### config.mk
export PLATFORM = sky130hd
export DESIGN_NAME = rr_sel_arbiter_flat
export DESIGN_NICKNAME = d
export VERILOG_FILES = /design/src/rtl/rr_arb_pkg.sv /design/src/rtl/rr_sel_arbiter_if.sv /design/src/rtl/rr_pick4.sv /design/src/rtl/rr_sel_arbiter.sv /design/src/flat_wrapper.sv
export SDC_FILE = /design/constraint.sdc
export NUM_CORES = 1
export LEC_CHECK = 0
export ABC_CLOCK_PERIOD_IN_PS = 2100
export CAP_MARGIN = 10
export CORE_MARGIN = 1
export CORE_UTILIZATION = 39
export DETAILED_ROUTE_END_ITERATION = 12
export PLACE_DENSITY = 0.73
export SYNTH_ARGS = -nofsm -noshare
export SYNTH_HDL_FRONTEND = slang
export SYNTH_SLANG_ARGS = --single-unit
### constraint.sdc
create_clock -name clk -period 2.1 [get_ports clk]
set_input_delay 0.63 -clock clk [delete_from_list [all_inputs] [get_ports clk]]
set_output_delay 0.63 -clock clk [all_outputs]
set_load 0.01 [all_outputs]
### src/rtl/rr_arb_pkg.sv
// Shared types and constants for the 4-source round-robin select arbiter.
package rr_arb_pkg;

    localparam int NUM_SRC = 4;
    localparam int SEL_W   = 2;

    typedef enum logic [0:0] {
        IDLE  = 1'b0,
        GRANT = 1'b1
    } state_t;

    function automatic logic [NUM_SRC-1:0] onehot(input logic [SEL_W-1:0] idx);
        onehot = NUM_SRC'(1) << idx;
    endfunction

endpackage

### src/rtl/rr_sel_arbiter_if.sv
// Bundle of source requests, downstream ready and the arbiter's select/grant outputs.
interface rr_sel_arbiter_if;
    import rr_arb_pkg::*;

    // Handshake: a beat transfers on any cycle where out_valid and ready_out are
    // both high; src_ready[i] tells source i its beat was consumed that cycle.
    logic [NUM_SRC-1:0] req;
    logic [NUM_SRC-1:0] last;
    logic               ready_out;
    logic [NUM_SRC-1:0] src_ready;
    logic [SEL_W-1:0]   sel;
    logic [NUM_SRC-1:0] gnt;
    logic               out_valid;
    logic               out_last;
    logic               overrun;

    modport master (
        input  req, last, ready_out,
        output src_ready, sel, gnt, out_valid, out_last, overrun
    );

    modport slave (
        output req, last, ready_out,
        input  src_ready, sel, gnt, out_valid, out_last, overrun
    );

endinterface

### src/rtl/rr_pick4.sv
// Round-robin pick: first requesting source scanning ptr+1, ptr+2, ptr+3, ptr.
module rr_pick4
    import rr_arb_pkg::*;
(
    input  logic [NUM_SRC-1:0] req,
    input  logic [SEL_W-1:0]   ptr,
    output logic [SEL_W-1:0]   idx,
    output logic               found
);

    logic [SEL_W-1:0] cand;

    always_comb begin
        idx   = ptr;
        found = 1'b0;
        cand  = ptr;
        for (int i = 1; i <= NUM_SRC; i++) begin
            cand = ptr + SEL_W'(i);
            if (!found && req[cand]) begin
                idx   = cand;
                found = 1'b1;
            end
        end
    end

endmodule

### src/rtl/rr_sel_arbiter.sv
// Round-robin burst arbiter driving a downstream 4:1 mux select; no data path.
module rr_sel_arbiter
    import rr_arb_pkg::*;
#(
    parameter int MAX_BURST = 16
) (
    input  logic             clk,
    input  logic             rst,
    rr_sel_arbiter_if.master bus,
    output state_t           dbg_state,
    output logic [SEL_W-1:0] dbg_ptr
);

    localparam int              CNT_W   = $clog2(MAX_BURST) + 1;
    localparam logic [CNT_W-1:0] CNT_MAX = CNT_W'(MAX_BURST - 1);

    state_t             state;
    logic [SEL_W-1:0]   sel_q;
    logic [SEL_W-1:0]   ptr_q;
    logic [NUM_SRC-1:0] gnt_q;
    logic [CNT_W-1:0]   cnt_q;

    logic [SEL_W-1:0]   pick_idx;
    logic               pick_found;
    logic               req_sel;
    logic               last_sel;
    logic               in_grant;
    logic               beat;
    logic               at_max;
    logic               release_now;

    rr_pick4 u_pick (
        .req   (bus.req),
        .ptr   (ptr_q),
        .idx   (pick_idx),
        .found (pick_found)
    );

    always_comb begin
        req_sel     = bus.req[sel_q];
        last_sel    = bus.last[sel_q];
        in_grant    = (state == GRANT);
        beat        = in_grant && req_sel && bus.ready_out;
        at_max      = (cnt_q == CNT_MAX);
        release_now = beat && (last_sel || at_max);
    end

    // Outputs are forced quiet while rst is high so an abandoned burst never leaks a beat.
    assign bus.sel       = sel_q;
    assign bus.gnt       = gnt_q;
    assign bus.out_valid = !rst && in_grant && req_sel;
    assign bus.out_last  = !rst && in_grant && req_sel && last_sel;
    assign bus.src_ready = rst ? '0 : (gnt_q & {NUM_SRC{bus.ready_out}});
    assign bus.overrun   = !rst && beat && at_max && !last_sel;

    assign dbg_state = state;
    assign dbg_ptr   = ptr_q;

    always_ff @(posedge clk) begin
        if (rst) begin
            state <= IDLE;
            ptr_q <= SEL_W'(NUM_SRC - 1);
            sel_q <= '0;
            gnt_q <= '0;
            cnt_q <= '0;
        end else begin
            case (state)
                IDLE: begin
                    if (pick_found) begin
                        sel_q <= pick_idx;
                        gnt_q <= onehot(pick_idx);
                        state <= GRANT;
                    end
                end
                GRANT: begin
                    if (beat) begin
                        if (release_now) begin
                            ptr_q <= sel_q;
                            gnt_q <= '0;
                            cnt_q <= '0;
                            state <= IDLE;
                        end else begin
                            cnt_q <= cnt_q + 1'b1;
                        end
                    end
                end
                default: state <= IDLE;
            endcase
        end
    end

endmodule
### src/flat_wrapper.sv
// flat-port wrapper written by rule: the top's interface ports become plain ports
module rr_sel_arbiter_flat import rr_arb_pkg::*;
#(
    parameter int MAX_BURST = 16
)
  (clk, rst, dbg_state, dbg_ptr, bus_req, bus_last, bus_ready_out, bus_src_ready, bus_sel, bus_gnt, bus_out_valid, bus_out_last, bus_overrun);
  rr_sel_arbiter_if bus_i ();
  input  logic clk;
  input  logic rst;
  output state_t dbg_state;
  output logic [SEL_W-1:0] dbg_ptr;
  input wire logic [$bits(bus_i.req)-1:0] bus_req;
  input wire logic [$bits(bus_i.last)-1:0] bus_last;
  input wire logic [$bits(bus_i.ready_out)-1:0] bus_ready_out;
  output wire logic [$bits(bus_i.src_ready)-1:0] bus_src_ready;
  output wire logic [$bits(bus_i.sel)-1:0] bus_sel;
  output wire logic [$bits(bus_i.gnt)-1:0] bus_gnt;
  output wire logic [$bits(bus_i.out_valid)-1:0] bus_out_valid;
  output wire logic [$bits(bus_i.out_last)-1:0] bus_out_last;
  output wire logic [$bits(bus_i.overrun)-1:0] bus_overrun;
  assign bus_i.req = bus_req;
  assign bus_i.last = bus_last;
  assign bus_i.ready_out = bus_ready_out;
  assign bus_src_ready = bus_i.src_ready;
  assign bus_sel = bus_i.sel;
  assign bus_gnt = bus_i.gnt;
  assign bus_out_valid = bus_i.out_valid;
  assign bus_out_last = bus_i.out_last;
  assign bus_overrun = bus_i.overrun;
  rr_sel_arbiter #(.MAX_BURST(MAX_BURST)) u_core (.clk(clk), .rst(rst), .bus(bus_i), .dbg_state(dbg_state), .dbg_ptr(dbg_ptr));
endmodule
## Word-level counts from Yosys, hierarchy flattened

Cells that the tools add are included.

- Register bits: 14
- Input bits: 11
- Output and inout bits: 16
- Word-level logic and storage cells: 73

- Add/subtract/negate cells: 4
- Order comparisons: 5
- Eq/ne operators: 4
- Shifts and indexed selects: 1
- Mux-type cells: 30
- Bitwise gates (word level): 2
- Reductions and logical operators: 22

Operators by type and width:

| operator | number |
|---|---|
| 2-to-1 mux 4 bit | 4 |
| < comparator 2 x 3 -> 1 bit, second input constant | 5 |
| 2-to-1 mux 1 bit | 13 |
| binary-select mux 1 bit (select 2 bit) | 6 |
| logical AND 1 bit | 12 |
| 2-to-1 mux 2 bit | 4 |
| case mux 4 bit (2 select lines) | 1 |
| AND reduction 3 bit | 2 |
| adder 5 x 1 -> 5 bit, second input constant | 1 |
| equality test 5 x 4 -> 1 bit, second input constant | 1 |
| logical NOT 1 bit | 5 |
| 2-to-1 mux 5 bit | 1 |
| adder 2 bit, second input constant | 2 |
| AND 4 bit | 1 |
| != test 2 bit, second input constant | 2 |
| AND reduction 2 bit | 2 |
| left shift 1 x 2 -> 4 bit, first input constant | 1 |
| adder 2 x 1 -> 2 bit, second input constant | 1 |
| != test 2 x 1 -> 1 bit, second input constant | 1 |
| case mux 1 bit (2 select lines) | 1 |
| logical OR 1 bit | 1 |
| inverter 1 bit | 1 |

## Logic depth before layout (Yosys ltp)

- Depth in word-level cells: 16
- Mapped depth: 6
- Mapped depth without buffers: 6

## Hierarchy

From an unflattened synthesis, not the netlist that was laid out.

- Cells, all modules: 105
- Area, all modules: 915.9 µm²

Modules (own cells, without submodules):

| module | times used | cells each | area each (µm²) | sequential area each (µm²) |
|---|---|---|---|---|
| rr_sel_arbiter | 1 | 91 | 833.3 | 280.3 |
| rr_pick4 | 1 | 14 | 82.6 | 0.0 |

## Least setup slack after synthesis

OpenSTA, ideal clock, no wires.

- Path kind: input-to-output
- Start: input bus_last[3]
- End: output bus_overrun
- Arrival time: 1.562 ns
- Data required time: 1.470 ns
- Setup slack: -0.092 ns
- Stages: 2
- Buffers on the path: 0
- Cells stage by stage: mux4_2 nor4_1

- Cells in the longest elaborated chain, start to end: 4

Ends and longest elaborated chain:

| item | RTL line | source |
|---|---|---|
| start, declared | flat_wrapper.sv:13 | `input wire logic [$bits(bus_i.last)-1:0] bus_last;` |
| binary-select mux 1 bit (select 2 bit) | rr_sel_arbiter.sv:41 | `last_sel = bus.last[sel_q];` |
| 2-to-1 mux 1 bit (not written as such) | rr_sel_arbiter.sv:41 |  |
| logical NOT 1 bit | rr_sel_arbiter.sv:54 | `assign bus.overrun = !rst && beat && at_max && !last_sel;` |
| logical AND 1 bit | rr_sel_arbiter.sv:54 |  |
| end, declared | flat_wrapper.sv:20 | `output wire logic [$bits(bus_i.overrun)-1:0] bus_overrun;` |

Every way passes these cells. The select of a mux whose other input is x is not followed.

## Worst setup path after layout

- Start: input bus_req[3]
- End: output bus_out_last

- Cells in the longest elaborated chain, start to end: 4

Ends and longest elaborated chain:

| item | RTL line | source |
|---|---|---|
| start, declared | flat_wrapper.sv:12 | `input wire logic [$bits(bus_i.req)-1:0] bus_req;` |
| binary-select mux 1 bit (select 2 bit) | rr_sel_arbiter.sv:40 | `req_sel = bus.req[sel_q];` |
| 2-to-1 mux 1 bit (not written as such) | rr_sel_arbiter.sv:40 |  |
| logical AND 1 bit (2 in a row) | rr_sel_arbiter.sv:52 | `assign bus.out_last = !rst && in_grant && req_sel && last_sel;` |
| end, declared | flat_wrapper.sv:19 | `output wire logic [$bits(bus_i.out_last)-1:0] bus_out_last;` |

Every way passes these cells. The select of a mux whose other input is x is not followed.

==> reports/summary.txt <==
Avg Inst Size Synth: 8.70 um2
Sink Count: 14
core area: 1800 um2
DP Wirelength: 1620 um
area share of the largest cell type after synthesis: 35.8%
row cnt: 15
Yosys reg bits: 14
R2R setup slack: 240 ps
synth warn: 0
Nets: 158
Clk pin slew, worst setup/hold paths: 80 ps
top cells by area, synth: dfxtp_1, nor2_1, mux4_2
die height: 46.8 um
Mapped Cells: 90
area leader, netlist: dfxtp_1
area of the die: 2190 um2
Area growth syn-to-layout: 70.1%
remaining antenna violation count: 0
CTS tree: done
Hold WC Path Type: reg -> reg
CTS Hold Bufs: 0
FILL cells: 149
register area share after synthesis: 35.8%
fraction of layout cells with a size suffix above 1: 43.8%
Fin Clk Skew: 3.32 ps
total vias in the final route: 861
drt wl/cell: 13.3 um
relative slew slack: 80.1%
Hold Slack: 486 ps
crit path time final: 2260 ps
library cells used by synthesis: 33
global-route usage over all layers: 21.8%
final core utilization: 74.0%
outcome: complete, but fails checks
worst setup margin: -157 ps
Final Hold Fails: 0
Worst-Skew Late Latency: 270 ps
total grt overflow: 0
Max Clk Rate: 443 MHz
Total Power: 706 uW
# setup viols final: 3
IO Port Bufs: 26
# IOs: 27
top_reg_cell synth: dfxtp_1
Worst VDD drop: 419 uV
Starting Density: 43.5%
H-Tree Depth: 1
largest net degree at the start of global routing: 11
Crit Path Class: in -> out
antenna cell count: 0
initial antenna violation count: 0
Placer Congestion: 0.742
critical path data required time: 1470 ps
crit start category: input pin
final WL: 2240 um
violated checks: setup timing
TritonRoute pass-1 iters: 4
Crit Path Max Fanout: 2
post-DR vias/cell: 5.09
post-synthesis async set-or-reset flop share: 0%
Die W: 46.8 um
Post-synth EDFFs: 0
period utilization: 107%
Final Max Slew Viols: 0
Leak: 0.603 nW
Synth Cell Area: 783 um2
max-cap viol count: 0
Data arrival, critical path: 1630 ps
Syn Nets: 103
CTS max path bufs: 2
pwr/cell area: 530 nW/um2
initial DRC count: 11
Critical Path End Type: output pin
number of global-route vias before repair: 794
Worst-Margin Slew: 299 ps
RSZ-0062 raised after global routing: true
# DRC: 0
first-pass GRT wire length: 3330 um
CTS root buffer: clkbuf_4
number of buffers created by CTS: 3
==> what timing repair did <==
action | in CTS | in global routing
gates resized for setup | 72 | 12
hold endpoints to repair | 0 | 0
endpoints found under the setup margin | 16 | 6
buffers inserted | 4 | 2
pin swaps | 4 | 4
==> routing by layer <==
metal / vias up / track usage, % / routed length (um)
li1: 434 / - / -
met1: 402 / 26.5 / 966
met2: 23 / 38.1 / 1150
met3: 2 / 5.00 / 111
met4: 0 / 6.86 / 15
met5: - / 0 / 0
==> sequential cells by signal, indices dropped and copies added (netlist names) <==
signal,cells
u_core.bus.gnt,4
u_core.bus.sel,2
u_core.cnt_q,5
u_core.dbg_ptr,2
u_core.dbg_state,1
==> cell type report <==
type	count	area (um2)	area share [%]
multi-input combinational	71	515	38.7
tap	25	31.3	2.35
sequential	14	285	21.4
inverter	2	7.51	0.563
clock buffer	4	36.3	2.72
timing repair buffer	53	457	34.3
==> where the power goes <==
group | internal (mW) | switching (mW) | leakage (nW)
combinational | 0.124 | 0.0958 | 0.466
clock | 0.105 | 0.0863 | 0.0210
sequential | 0.281 | 0.0137 | 0.116
==> path summary, 6_finish.rpt <==
check,start,end,cells after the start
worst max-delay path,bus_req[3],bus_out_last,6
worst min-delay path,u_core.cnt_q[4]$_SDFFE_PP0P_,u_core.cnt_q[4]$_SDFFE_PP0P_,2
worst max register to register,u_core.bus.sel[0]$_SDFFE_PP0P_,u_core.cnt_q[4]$_SDFFE_PP0P_,6
worst min register to register,u_core.cnt_q[4]$_SDFFE_PP0P_,u_core.cnt_q[4]$_SDFFE_PP0P_,2
==> worst max-delay path, stage by stage <==
cell,delay (ps)
buf_6,90
mux4_2,510
nand2_4,100
nor2_4,40
and2_4,140
buf_6,110
==> logic make-up (layout without fill, tap and decap cells) <==
group	after synthesis	count (layout)	share of synthesized area, %
AOI/OAI and AO/OA	16	16	16.5
xor gates and xnor gates	3	3	3.36
adders and majority gates	2	2	3.19
buffers and inverters	5	59	2.56
DFF	14	14	35.8
muxes	4	4	8.31
and+or+nand+nor	46	46	30.4
==> cell usage after synthesis, types with 2 or more instances <==
cell type	count
dfxtp_1	14
clkbuf_1	2
and2_1	4
inv_1	2
nand4_1	3
nor3_1	4
ha_1	2
xor2_1	3
mux2i_1	2
and3_1	2
a21o_1	2
nand3_1	3
nand2_1	7
nand2b_1	2
and4_1	2
a21oi_1	6
mux4_2	2
nor2_1	13
==> through the flow <==
| step | setup slack [ps] | instance area [um2] | setup TNS (ps) | cells |
|---|---|---|---|---|
| 5_1_grt | -174 | 1330 | -510 | 169 |
| 4_1_cts | -152 | 1280 | -391 | 167 |
| 6_report | -157 | 1330 | -415 | 169 |
| 2_1_floorplan | -92.2 | 783 | -154 | 90 |
| 3_5_place_dp | -882 | 1220 | -9260 | 159 |
| 3_3_place_gp | -865 | 1220 | -8660 | 159 |
==> cells in the final DEF (no fill, tap or decap), types with 2 or more instances in the layout <==
cell type        netlist  layout
dfxtp_2                0       4
mux2i_1                2       2
nand3_1                3       3
nand4_1                3       3
and2_1                 4       4
nor3_1                 4       4
a21oi_1                6       6
inv_1                  2       2
nor2_1                13      12
nand2b_1               2       2
clkbuf_4               0       3
nand2_1                7       6
buf_4                  0      24
dfxtp_1               14      10
mux4_2                 2       2
clkdlybuf4s50_1        0       9
buf_6                  0      12
a21o_1                 2       2
and3_1                 2       2
and4_1                 2       2
xor2_1                 3       3
buf_2                  1       5
(Power assumes the default switching activity.)
